`config.mk`:
```
export PLATFORM = sky130hd
export DESIGN_NAME = sha3_sequencer_flat
export DESIGN_NICKNAME = d
export VERILOG_FILES = /design/src/rtl/sha3_sequencer_if.sv /design/src/rtl/sha3_sequencer.sv /design/src/flat_wrapper.sv
export SDC_FILE = /design/constraint.sdc
export NUM_CORES = 1
export LEC_CHECK = 0
export CORE_AREA = 2 2 114 116
export DETAILED_ROUTE_END_ITERATION = 7
export DIE_AREA = 0 0 116 118
export PLACE_DENSITY_LB_ADDON = 0.25
export SYNTH_ARGS = -nofsm -noshare
export SYNTH_HDL_FRONTEND = slang
export SYNTH_SLANG_ARGS = --single-unit
```
`constraint.sdc`:
```
create_clock -name clk_i -period 3.35 [get_ports clk_i]
set_clock_uncertainty 0.15 [all_clocks]
set_input_delay 0.335 -clock clk_i [delete_from_list [all_inputs] [get_ports clk_i]]
set_output_delay 0.335 -clock clk_i [all_outputs]
set_load 0.05 [all_outputs]
```
`src/rtl/sha3_sequencer_if.sv`:
```
// Host/core-facing signal bundle for the SHA-3 block sequencer.
interface sha3_sequencer_if #(
    parameter int WORD_W = 136
);
    logic              start;
    logic              msg_valid;
    logic [WORD_W-1:0] msg_data;
    logic              msg_last;
    logic              msg_ready;
    logic              load_en;
    logic [WORD_W-1:0] load_data;
    logic              core_init;
    logic              core_enable;
    logic              core_complete;
    logic              digest_valid;
    logic              digest_ack;
    logic              busy;
    logic              error;
    logic [7:0]        block_cnt;

    // Handshake: a word moves on every rising edge where msg_valid && msg_ready;
    // msg_ready is high only in LOAD, and the word is strobed (load_en) in that cycle.
    modport master (
        output start, msg_valid, msg_data, msg_last, core_complete, digest_ack,
        input  msg_ready, load_en, load_data, core_init, core_enable,
               digest_valid, busy, error, block_cnt
    );

    modport slave (
        input  start, msg_valid, msg_data, msg_last, core_complete, digest_ack,
        output msg_ready, load_en, load_data, core_init, core_enable,
               digest_valid, busy, error, block_cnt
    );
endinterface

```
`src/rtl/sha3_sequencer.sv`:
```
// Sequences padded host words into 1088-bit rate blocks and drives the
// Keccak round core through load / run / digest phases with a run timeout.
module sha3_sequencer #(
    parameter int WORD_W          = 136,
    parameter int WORDS_PER_BLOCK = 8,
    parameter int ROUND_TIMEOUT   = 63
) (
    input  logic              clk_i,
    input  logic              reset_ni,
    sha3_sequencer_if.slave   bus,
    output logic [2:0]        state_o
);
    localparam int WCW = (WORDS_PER_BLOCK > 1) ? $clog2(WORDS_PER_BLOCK) : 1;
    localparam int TCW = (ROUND_TIMEOUT > 0) ? $clog2(ROUND_TIMEOUT + 1) : 1;
    localparam logic [WCW-1:0] LAST_WORD = WCW'(WORDS_PER_BLOCK - 1);
    localparam logic [TCW-1:0] TMO_LIMIT = TCW'(ROUND_TIMEOUT);

    typedef enum logic [2:0] {
        IDLE = 3'd0,
        LOAD = 3'd1,
        RUN  = 3'd2,
        DONE = 3'd3,
        ERR  = 3'd4
    } state_t;

    state_t         state_q, state_d;
    logic [WCW-1:0] word_cnt_q, word_cnt_d;
    logic [TCW-1:0] tmo_q, tmo_d;
    logic           last_flag_q, last_flag_d;
    logic [7:0]     block_cnt_q, block_cnt_d;
    logic           core_enable_q, digest_valid_q, busy_q, error_q;

    logic accept;
    logic restart;

    assign accept  = (state_q == LOAD) && bus.msg_valid;
    assign restart = bus.start && ((state_q == IDLE) || (state_q == ERR));

    assign bus.msg_ready    = (state_q == LOAD);
    assign bus.load_en      = accept;
    assign bus.load_data    = accept ? bus.msg_data : '0;
    // Gated by reset so a start held during reset cannot leak an init pulse.
    assign bus.core_init    = reset_ni && restart;
    assign bus.core_enable  = core_enable_q;
    assign bus.digest_valid = digest_valid_q;
    assign bus.busy         = busy_q;
    assign bus.error        = error_q;
    assign bus.block_cnt    = block_cnt_q;
    assign state_o          = state_q;

    always_comb begin
        state_d     = state_q;
        word_cnt_d  = word_cnt_q;
        tmo_d       = tmo_q;
        last_flag_d = last_flag_q;
        block_cnt_d = block_cnt_q;
        case (state_q)
            IDLE, ERR: begin
                if (bus.start) begin
                    state_d     = LOAD;
                    word_cnt_d  = '0;
                    block_cnt_d = '0;
                    last_flag_d = 1'b0;
                end
            end
            LOAD: begin
                if (accept) begin
                    if (word_cnt_q == LAST_WORD) begin
                        word_cnt_d  = '0;
                        last_flag_d = bus.msg_last;
                        tmo_d       = '0;
                        state_d     = RUN;
                    end else begin
                        word_cnt_d = word_cnt_q + WCW'(1);
                        if (bus.msg_last) state_d = ERR;
                    end
                end
            end
            RUN: begin
                tmo_d = tmo_q + TCW'(1);
                // Completion on the final allowed cycle takes priority over the timeout.
                if (bus.core_complete) begin
                    block_cnt_d = (block_cnt_q == 8'hFF) ? 8'hFF : block_cnt_q + 8'd1;
                    state_d     = last_flag_q ? DONE : LOAD;
                end else if (tmo_q == TMO_LIMIT) begin
                    state_d = ERR;
                end
            end
            DONE: begin
                if (bus.digest_ack) state_d = IDLE;
            end
            default: state_d = IDLE;
        endcase
    end

    always_ff @(posedge clk_i or negedge reset_ni) begin
        if (!reset_ni) begin
            state_q        <= IDLE;
            word_cnt_q     <= '0;
            tmo_q          <= '0;
            last_flag_q    <= 1'b0;
            block_cnt_q    <= '0;
            core_enable_q  <= 1'b0;
            digest_valid_q <= 1'b0;
            busy_q         <= 1'b0;
            error_q        <= 1'b0;
        end else begin
            state_q        <= state_d;
            word_cnt_q     <= word_cnt_d;
            tmo_q          <= tmo_d;
            last_flag_q    <= last_flag_d;
            block_cnt_q    <= block_cnt_d;
            // Registered status outputs follow the next state so they line up with it.
            core_enable_q  <= (state_d == RUN);
            digest_valid_q <= (state_d == DONE);
            busy_q         <= (state_d != IDLE);
            error_q        <= (state_d == ERR);
        end
    end
endmodule

```
`src/flat_wrapper.sv`:
```
// flat-port wrapper written by rule: the top's interface ports become plain ports
module sha3_sequencer_flat 
#(
    parameter int WORD_W          = 136,
    parameter int WORDS_PER_BLOCK = 8,
    parameter int ROUND_TIMEOUT   = 63
)
  (clk_i, reset_ni, state_o, bus_start, bus_msg_valid, bus_msg_data, bus_msg_last, bus_core_complete, bus_digest_ack, bus_msg_ready, bus_load_en, bus_load_data, bus_core_init, bus_core_enable, bus_digest_valid, bus_busy, bus_error, bus_block_cnt);
  sha3_sequencer_if #(.WORD_W(WORD_W)) bus_i ();
  input  logic clk_i;
  input  logic reset_ni;
  output logic [2:0] state_o;
  input wire logic [$bits(bus_i.start)-1:0] bus_start;
  input wire logic [$bits(bus_i.msg_valid)-1:0] bus_msg_valid;
  input wire logic [$bits(bus_i.msg_data)-1:0] bus_msg_data;
  input wire logic [$bits(bus_i.msg_last)-1:0] bus_msg_last;
  input wire logic [$bits(bus_i.core_complete)-1:0] bus_core_complete;
  input wire logic [$bits(bus_i.digest_ack)-1:0] bus_digest_ack;
  output wire logic [$bits(bus_i.msg_ready)-1:0] bus_msg_ready;
  output wire logic [$bits(bus_i.load_en)-1:0] bus_load_en;
  output wire logic [$bits(bus_i.load_data)-1:0] bus_load_data;
  output wire logic [$bits(bus_i.core_init)-1:0] bus_core_init;
  output wire logic [$bits(bus_i.core_enable)-1:0] bus_core_enable;
  output wire logic [$bits(bus_i.digest_valid)-1:0] bus_digest_valid;
  output wire logic [$bits(bus_i.busy)-1:0] bus_busy;
  output wire logic [$bits(bus_i.error)-1:0] bus_error;
  output wire logic [$bits(bus_i.block_cnt)-1:0] bus_block_cnt;
  assign bus_i.start = bus_start;
  assign bus_i.msg_valid = bus_msg_valid;
  assign bus_i.msg_data = bus_msg_data;
  assign bus_i.msg_last = bus_msg_last;
  assign bus_i.core_complete = bus_core_complete;
  assign bus_i.digest_ack = bus_digest_ack;
  assign bus_msg_ready = bus_i.msg_ready;
  assign bus_load_en = bus_i.load_en;
  assign bus_load_data = bus_i.load_data;
  assign bus_core_init = bus_i.core_init;
  assign bus_core_enable = bus_i.core_enable;
  assign bus_digest_valid = bus_i.digest_valid;
  assign bus_busy = bus_i.busy;
  assign bus_error = bus_i.error;
  assign bus_block_cnt = bus_i.block_cnt;
  sha3_sequencer #(.WORD_W(WORD_W), .WORDS_PER_BLOCK(WORDS_PER_BLOCK), .ROUND_TIMEOUT(ROUND_TIMEOUT)) u_core (.clk_i(clk_i), .reset_ni(reset_ni), .bus(bus_i), .state_o(state_o));
endmodule
```
==> results.sh, run 1 <==
export IMPL_status="completed"
export IMPL_rows=41
export IMPL_power_frac_seq_pct=11.3
export IMPL_die_area_um2=13690
export IMPL_ctsHoldBuffers=0
export IMPL_grt_pass1_vias=3093
export IMPL_post_route_min_period_ns=2.780
export IMPL_reg2reg_depth=5
export IMPL_nFillCells=1142
export IMPL_io_buffers=296
export IMPL_pin_count=297
export IMPL_clkSinkCount=25
export IMPL_dr_pass1_iters=4
export IMPL_slowest_delay_ns=0.81
export IMPL_maxSlewHeadroom_pct=58.58
export IMPL_max_cap_violations=0
export IMPL_die_h_um=118
export IMPL_final_common_cell="clkdlybuf4s50_1"
export IMPL_seq_area_frac_synth_pct=27.55
export IMPL_rrSetupSlack_ns=0.94
export IMPL_finish_utilization_pct=49.47
export IMPL_ys_types=35
export IMPL_seq_area_um2=625.6
export IMPL_finalSetupViolCount=0
export IMPL_clockBufferDepth=2
export IMPL_hpwlAfterDp_um=12220
export IMPL_finalMaxSlewViolations=0
export IMPL_drt_initial_drc_count=232
export IMPL_hold_viol_final=0
export IMPL_r2r_start="u_core.state_o[1]"
export IMPL_start_util_pct=18.29
export IMPL_cts_root_buf="clkbuf_16"
export IMPL_rsz0062_at_grt="false"
export IMPL_path_buf_inv=1
export IMPL_fin_nets=714
export IMPL_cp_cell_sequence="and4bb_4 > and2_1 > clkdlybuf4s50_1"
export IMPL_ant_nets=0
export IMPL_worst_slew_pin_slew_ns=0.6130
export IMPL_cts_buffers_inserted=3
export IMPL_period_share_pct=82.99
export IMPL_clock_power_share_pct=7.7
export IMPL_synth_top_area_share_pct=38.02
export IMPL_cts_tree="done"
export IMPL_synthCells=283
export IMPL_synth_seq_cells=25
export IMPL_powerDensity_nw_per_um2=559.5
export IMPL_synthToLayoutAreaGrowth_pct=170.4
export IMPL_die_w_um=116
export IMPL_ys_warn_count=0
export IMPL_clk_latency_ns=0.26
export IMPL_drcViolationCount=0
export IMPL_place_congestion=0.9053
export IMPL_critical_path_arrival_ns=2.30
export IMPL_ir_drop_v=0.0003000
export IMPL_timing_fmax_ghz=0.3597
export IMPL_total_power_mw=3.436
export IMPL_syn_num_nets=430
export IMPL_p_int_mw=1.637
export IMPL_post_cts_resized=0
export IMPL_synth_area_top_cells="and2_1, dfrtp_1, o21ai_0"
export IMPL_synth_top_area_cell="and2_1"
export IMPL_antenna_found_initial=2
export IMPL_cts_setup_buffers=0
export IMPL_final_cell_mix="clkdlybuf4s50_1, and2_1, buf_12"
export IMPL_setup_ws_ns=0.5697
export IMPL_total_leakage_power_nw=2.641
export IMPL_p_sw_share_pct=52.34
export IMPL_reg2reg_to="u_core.word_cnt_q[0]"
export IMPL_cp_start_kind="register"
export IMPL_wl_um=14530
export IMPL_cp_max_fo=21
export IMPL_post_dp_cell_area_um2=6058
export IMPL_synth_area_um2=2271
export IMPL_fin_tns_setup_ns=0
export IMPL_post_drt_wl_per_cell_um=19.66
export IMPL_syn_area_per_cell_um2=8.024
export IMPL_multiInputGateArea_um2=1525
export IMPL_dr_total_vias=3073
export IMPL_endpoint_kind="primary output"
export IMPL_switching_power_mw=1.798
export IMPL_final_cell_area_um2=6141
export IMPL_overflow=0
export IMPL_pre_cts_ws_ns=0.6054
export IMPL_crit_family="buffers and inverters"
export IMPL_criticalPathCategory="register to primary output"
export IMPL_slowest_stage="clkdlybuf4s50_1"
export IMPL_drive_gt1_share_pct=26.15
export IMPL_track_usage_pct=20.50
export IMPL_htree_levels=1
export IMPL_grt_max_degree=64
export IMPL_comb_power_share_pct=81.0
export IMPL_clkTransAtPathRegs_ns=0.06
export IMPL_worstPathRequired_ns=2.86
export IMPL_hp_class="primary input to asynchronous set/reset pin"
export IMPL_grt_pass1_wl_um=20780
export IMPL_core_um2=12410
export IMPL_viasPerCell=4.158
[cell type report]
cell class | instances | share of cell area (%)
multi-input combinational | 231 | 24.84
clock buffer | 3 | 1.222
clock inverter | 1 | 0.08150
antenna | 1 | 0.04075
tap | 172 | 3.504
sequential | 25 | 10.19
timing repair buffer | 299 | 59.70
inverter | 7 | 0.4279
[worst reg2reg max path, cell delays in order (launching register included)]
cell,delay [ns]
dfrtp_1,0.52
and4bb_4,0.54
buf_4,0.48
a21oi_1,0.21
nor4b_1,0.32
a21o_1,0.13
[power by group through the flow]
stage | clock network (mW) | logic, mW | registers [mW]
3_3_place_gp | 0 | 2.78 | 0.392
6_report | 0.263 | 2.78 | 0.389
2_1_floorplan | 0 | 1.46 | 0.431
5_1_grt | 0.278 | 2.90 | 0.396
4_1_cts | 0.267 | 2.80 | 0.387
3_5_place_dp | 0 | 2.78 | 0.393
[metrics by stage]
| stage | cells | hold slack, ns |
|---|---|---|
| floorplan | 283 | -0.1106 |
| global placement | 734 | 0.3194 |
| detailed placement | 734 | 0.3336 |
| CTS | 738 | 0.3024 |
| global route | 738 | 0.3354 |
| finish | 739 | 0.2929 |
[per-layer routing]
metal / routed length (µm) / vias up / track usage (%)
met2: 6397 / 153 / 29.90
met4: 110 / 2 / 2.530
met1: 6317 / 1415 / 28.14
li1: - / 1493 / -
met5: 11 / - / 0
met3: 1690 / 10 / 9.887
[synthesized netlist by cell type (all sizes together)]
library cell / count
a41oi: 1
a21oi: 6
and4bb: 1
nor2: 6
buf: 5
a21o: 3
nor4b: 2
inv: 7
a22o: 6
and3: 5
nand4b: 1
nor4bb: 1
a31oi: 2
or4: 1
nand3: 7
ha: 4
nand4: 2
a211oi: 4
and2: 138
dfrtp: 25
or4b: 1
nand2b: 4
o21ai: 17
o31ai: 1
o2111ai: 1
nand2: 9
clkbuf: 15
xnor2: 3
a311oi: 1
nand3b: 2
nor3b: 2
[flip-flops by register name, indices dropped and copies added (netlist names)]
| register | count |
|---|---|
| u_core.tmo_q | 6 |
| u_core.state_o | 3 |
| u_core.bus.digest_valid | 1 |
| u_core.bus.block_cnt | 8 |
| u_core.last_flag_q | 1 |
| u_core.bus.busy | 1 |
| u_core.word_cnt_q | 3 |
| u_core.bus.error | 1 |
| u_core.bus.core_enable | 1 |
[cell families (layout without fill, tap and decap cells)]
family	count (synthesis)	count (layout)	share of synthesized area (%)
xor+xnor	3	3	1.157
simple gates	182	182	51.13
fa+ha+maj	4	4	2.204
other cells	0	1	0
compound gates	42	42	12.51
flops	25	25	27.55
buf+inv	27	310	5.455
[how the worst max path moves through the flow]
stage	from	end	slack [ns]	cells after the start
2_1_floorplan	u_core.state_o[2]	bus_load_data[126]	0.65	4
3_3_place_gp	bus_msg_valid	bus_load_data[10]	0.63	5
3_5_place_dp	bus_msg_valid	bus_load_data[0]	0.61	4
4_1_cts	u_core.state_o[1]	bus_load_data[135]	0.58	3
5_1_grt	u_core.state_o[1]	bus_load_data[10]	0.46	4
6_report	u_core.state_o[1]	bus_load_data[135]	0.57	3
Note: power is estimated with default switching activity, not from simulation.
==> run 2: changes to the inputs <==
- CORE_AREA: 2 2 114 116 -> 2 2 115 117
- DIE_AREA: 0 0 116 118 -> 0 0 117 119
- clock period: 3.35 -> 2.49 ns (I/O delays scaled with it)
==> results.sh, run 2 (synthesis results as in run 1) <==
export IMPL_status="completed"
export IMPL_place_inst=742
export IMPL_wl_um=14960
export IMPL_grt_pass1_vias=3242
export IMPL_clockBufferDepth=2
export IMPL_dr_pass1_iters=4
export IMPL_cts_root_buf="clkbuf_16"
export IMPL_die_area_um2=13920
export IMPL_core_um2=12870
export IMPL_p_sw_share_pct=49.28
export IMPL_finalNonFillerCells=746
export IMPL_nFillCells=1124
export IMPL_clkTransAtPathRegs_ns=0.07
export IMPL_criticalPathCategory="register to primary output"
export IMPL_final_cell_mix="clkdlybuf4s50_1, buf_12, and2_1"
export IMPL_hp_class="primary input to asynchronous set/reset pin"
export IMPL_grt_pass1_wl_um=21340
export IMPL_post_dp_cell_area_um2=6829
export IMPL_drcViolationCount=0
export IMPL_ant_nets=0
export IMPL_finalSetupViolCount=0
export IMPL_total_leakage_power_nw=2.858
export IMPL_final_cell_area_um2=6909
export IMPL_antenna_cells=0
export IMPL_grt_max_degree=46
export IMPL_post_cts_resized=0
export IMPL_viasPerCell=4.145
export IMPL_drive_gt1_share_pct=27.72
export IMPL_ir_drop_v=0.0003659
export IMPL_start_util_pct=17.64
export IMPL_maxSlewHeadroom_pct=54.37
export IMPL_cts_buffers_inserted=3
export IMPL_hpwlAfterDp_um=13060
export IMPL_comb_power_share_pct=83.1
export IMPL_die_h_um=119
export IMPL_max_cap_violations=0
export IMPL_fin_tns_setup_ns=0
export IMPL_place_congestion=0.8354
export IMPL_final_common_cell="clkdlybuf4s50_1"
export IMPL_largest_reg_flops=8
export IMPL_period_share_pct=97.63
export IMPL_cts_setup_buffers=0
export IMPL_overflow=0
export IMPL_cp_start_kind="register"
export IMPL_ctsHoldBuffers=0
export IMPL_p_int_mw=2.635
export IMPL_cts_tree="done"
export IMPL_pin_count=297
export IMPL_powerDensity_nw_per_um2=751.9
export IMPL_finish_utilization_pct=53.66
export IMPL_antenna_found_initial=0
export IMPL_die_w_um=117
export IMPL_rsz0062_at_grt="false"
export IMPL_hold_viol_final=0
export IMPL_worst_slew_pin_slew_ns=0.6752
export IMPL_rows=42
export IMPL_post_drt_wl_per_cell_um=20.05
export IMPL_clkSinkCount=25
export IMPL_power_frac_seq_pct=9.9
export IMPL_htree_levels=1
export IMPL_clock_power_share_pct=7.0
export IMPL_synthToLayoutAreaGrowth_pct=204.2
export IMPL_track_usage_pct=20.99
export IMPL_finalMaxSlewViolations=0
export IMPL_post_route_min_period_ns=2.431
export IMPL_endpoint_kind="primary output"
export IMPL_drt_initial_drc_count=167
export IMPL_fin_nets=718
export IMPL_dr_total_vias=3092
export IMPL_io_buffers=296
export IMPL_clk_latency_ns=0.26
export IMPL_critical_path_arrival_ns=2.03
export IMPL_switching_power_mw=2.560
export IMPL_timing_fmax_ghz=0.4114
export IMPL_cp_max_fo=45
export IMPL_worstPathRequired_ns=2.09
## run 2: cell count changes in the layout (fill, tap and decap cells not counted), sizes merged
cell           before  now
clkdlybuf4s50     163  157
buf               136  146
diode               1    0
## run 2: through the flow
stage / setup WS [ns] / hold WS, ns / power [mW]
4_1_cts: 0.09641 / 0.2808 / 5.230
5_1_grt: 0.01255 / 0.3060 / 5.386
3_3_place_gp: 0.1760 / 0.3271 / 4.835
6_report: 0.05901 / 0.2730 / 5.195
3_5_place_dp: 0.1656 / 0.3479 / 4.855
2_1_floorplan: 0.05502 / -0.1966 / 2.549
## run 2: power groups by stage
stage                     Clock [mW]  Sequential [mW]  Combinational (mW)
after floorplan                    0            0.580                1.97
after global placement             0            0.519                4.32
after detailed placement           0            0.525                4.33
after CTS                      0.363            0.518                4.35
after global routing           0.375            0.525                4.49
final                          0.362            0.517                4.32
## run 2: routing by layer
layer / vias to the layer above / share of wire, % / global-route usage [%]
met5: - / 0 / 0
met4: 0 / 0.95 / 2.279
met3: 12 / 14 / 13.89
met2: 140 / 46 / 31.94
met1: 1441 / 39 / 25.52
li1: 1499 / - / -
## run 2: layout make-up
class	count	area, µm²	area share [%]
tap	176	220.2	3.187
timing repair buffer	303	4432	64.14
sequential	25	625.6	9.055
clock buffer	3	75.07	1.087
clock inverter	1	5.005	0.07244
multi-input combinational	231	1525	22.08
inverter	7	26.28	0.3803
## run 2: critical path: stages, from the launching register on
cell      delay (ns)
dfrtp_1         0.58
and4bb_4        0.43
buf_12          0.22
and2_1          0.33
buf_12          0.18
## run 2: final timing paths
path / to / slack [ns] / from / depth (start not counted)
max reg2reg: u_core.tmo_q[5] / 0.42 / u_core.word_cnt_q[0] / 6
max: bus_load_data[15] / 0.06 / u_core.state_o[0] / 4
min reg2reg: u_core.word_cnt_q[2] / 0.35 / u_core.word_cnt_q[2] / 2
min in group clk_i: u_core.word_cnt_q[2] / 0.35 / u_core.word_cnt_q[2] / 2
min: u_core.bus.block_cnt[7] / 0.27 / reset_ni / 2
max in group asynchronous: u_core.last_flag_q / 1.67 / reset_ni / 2
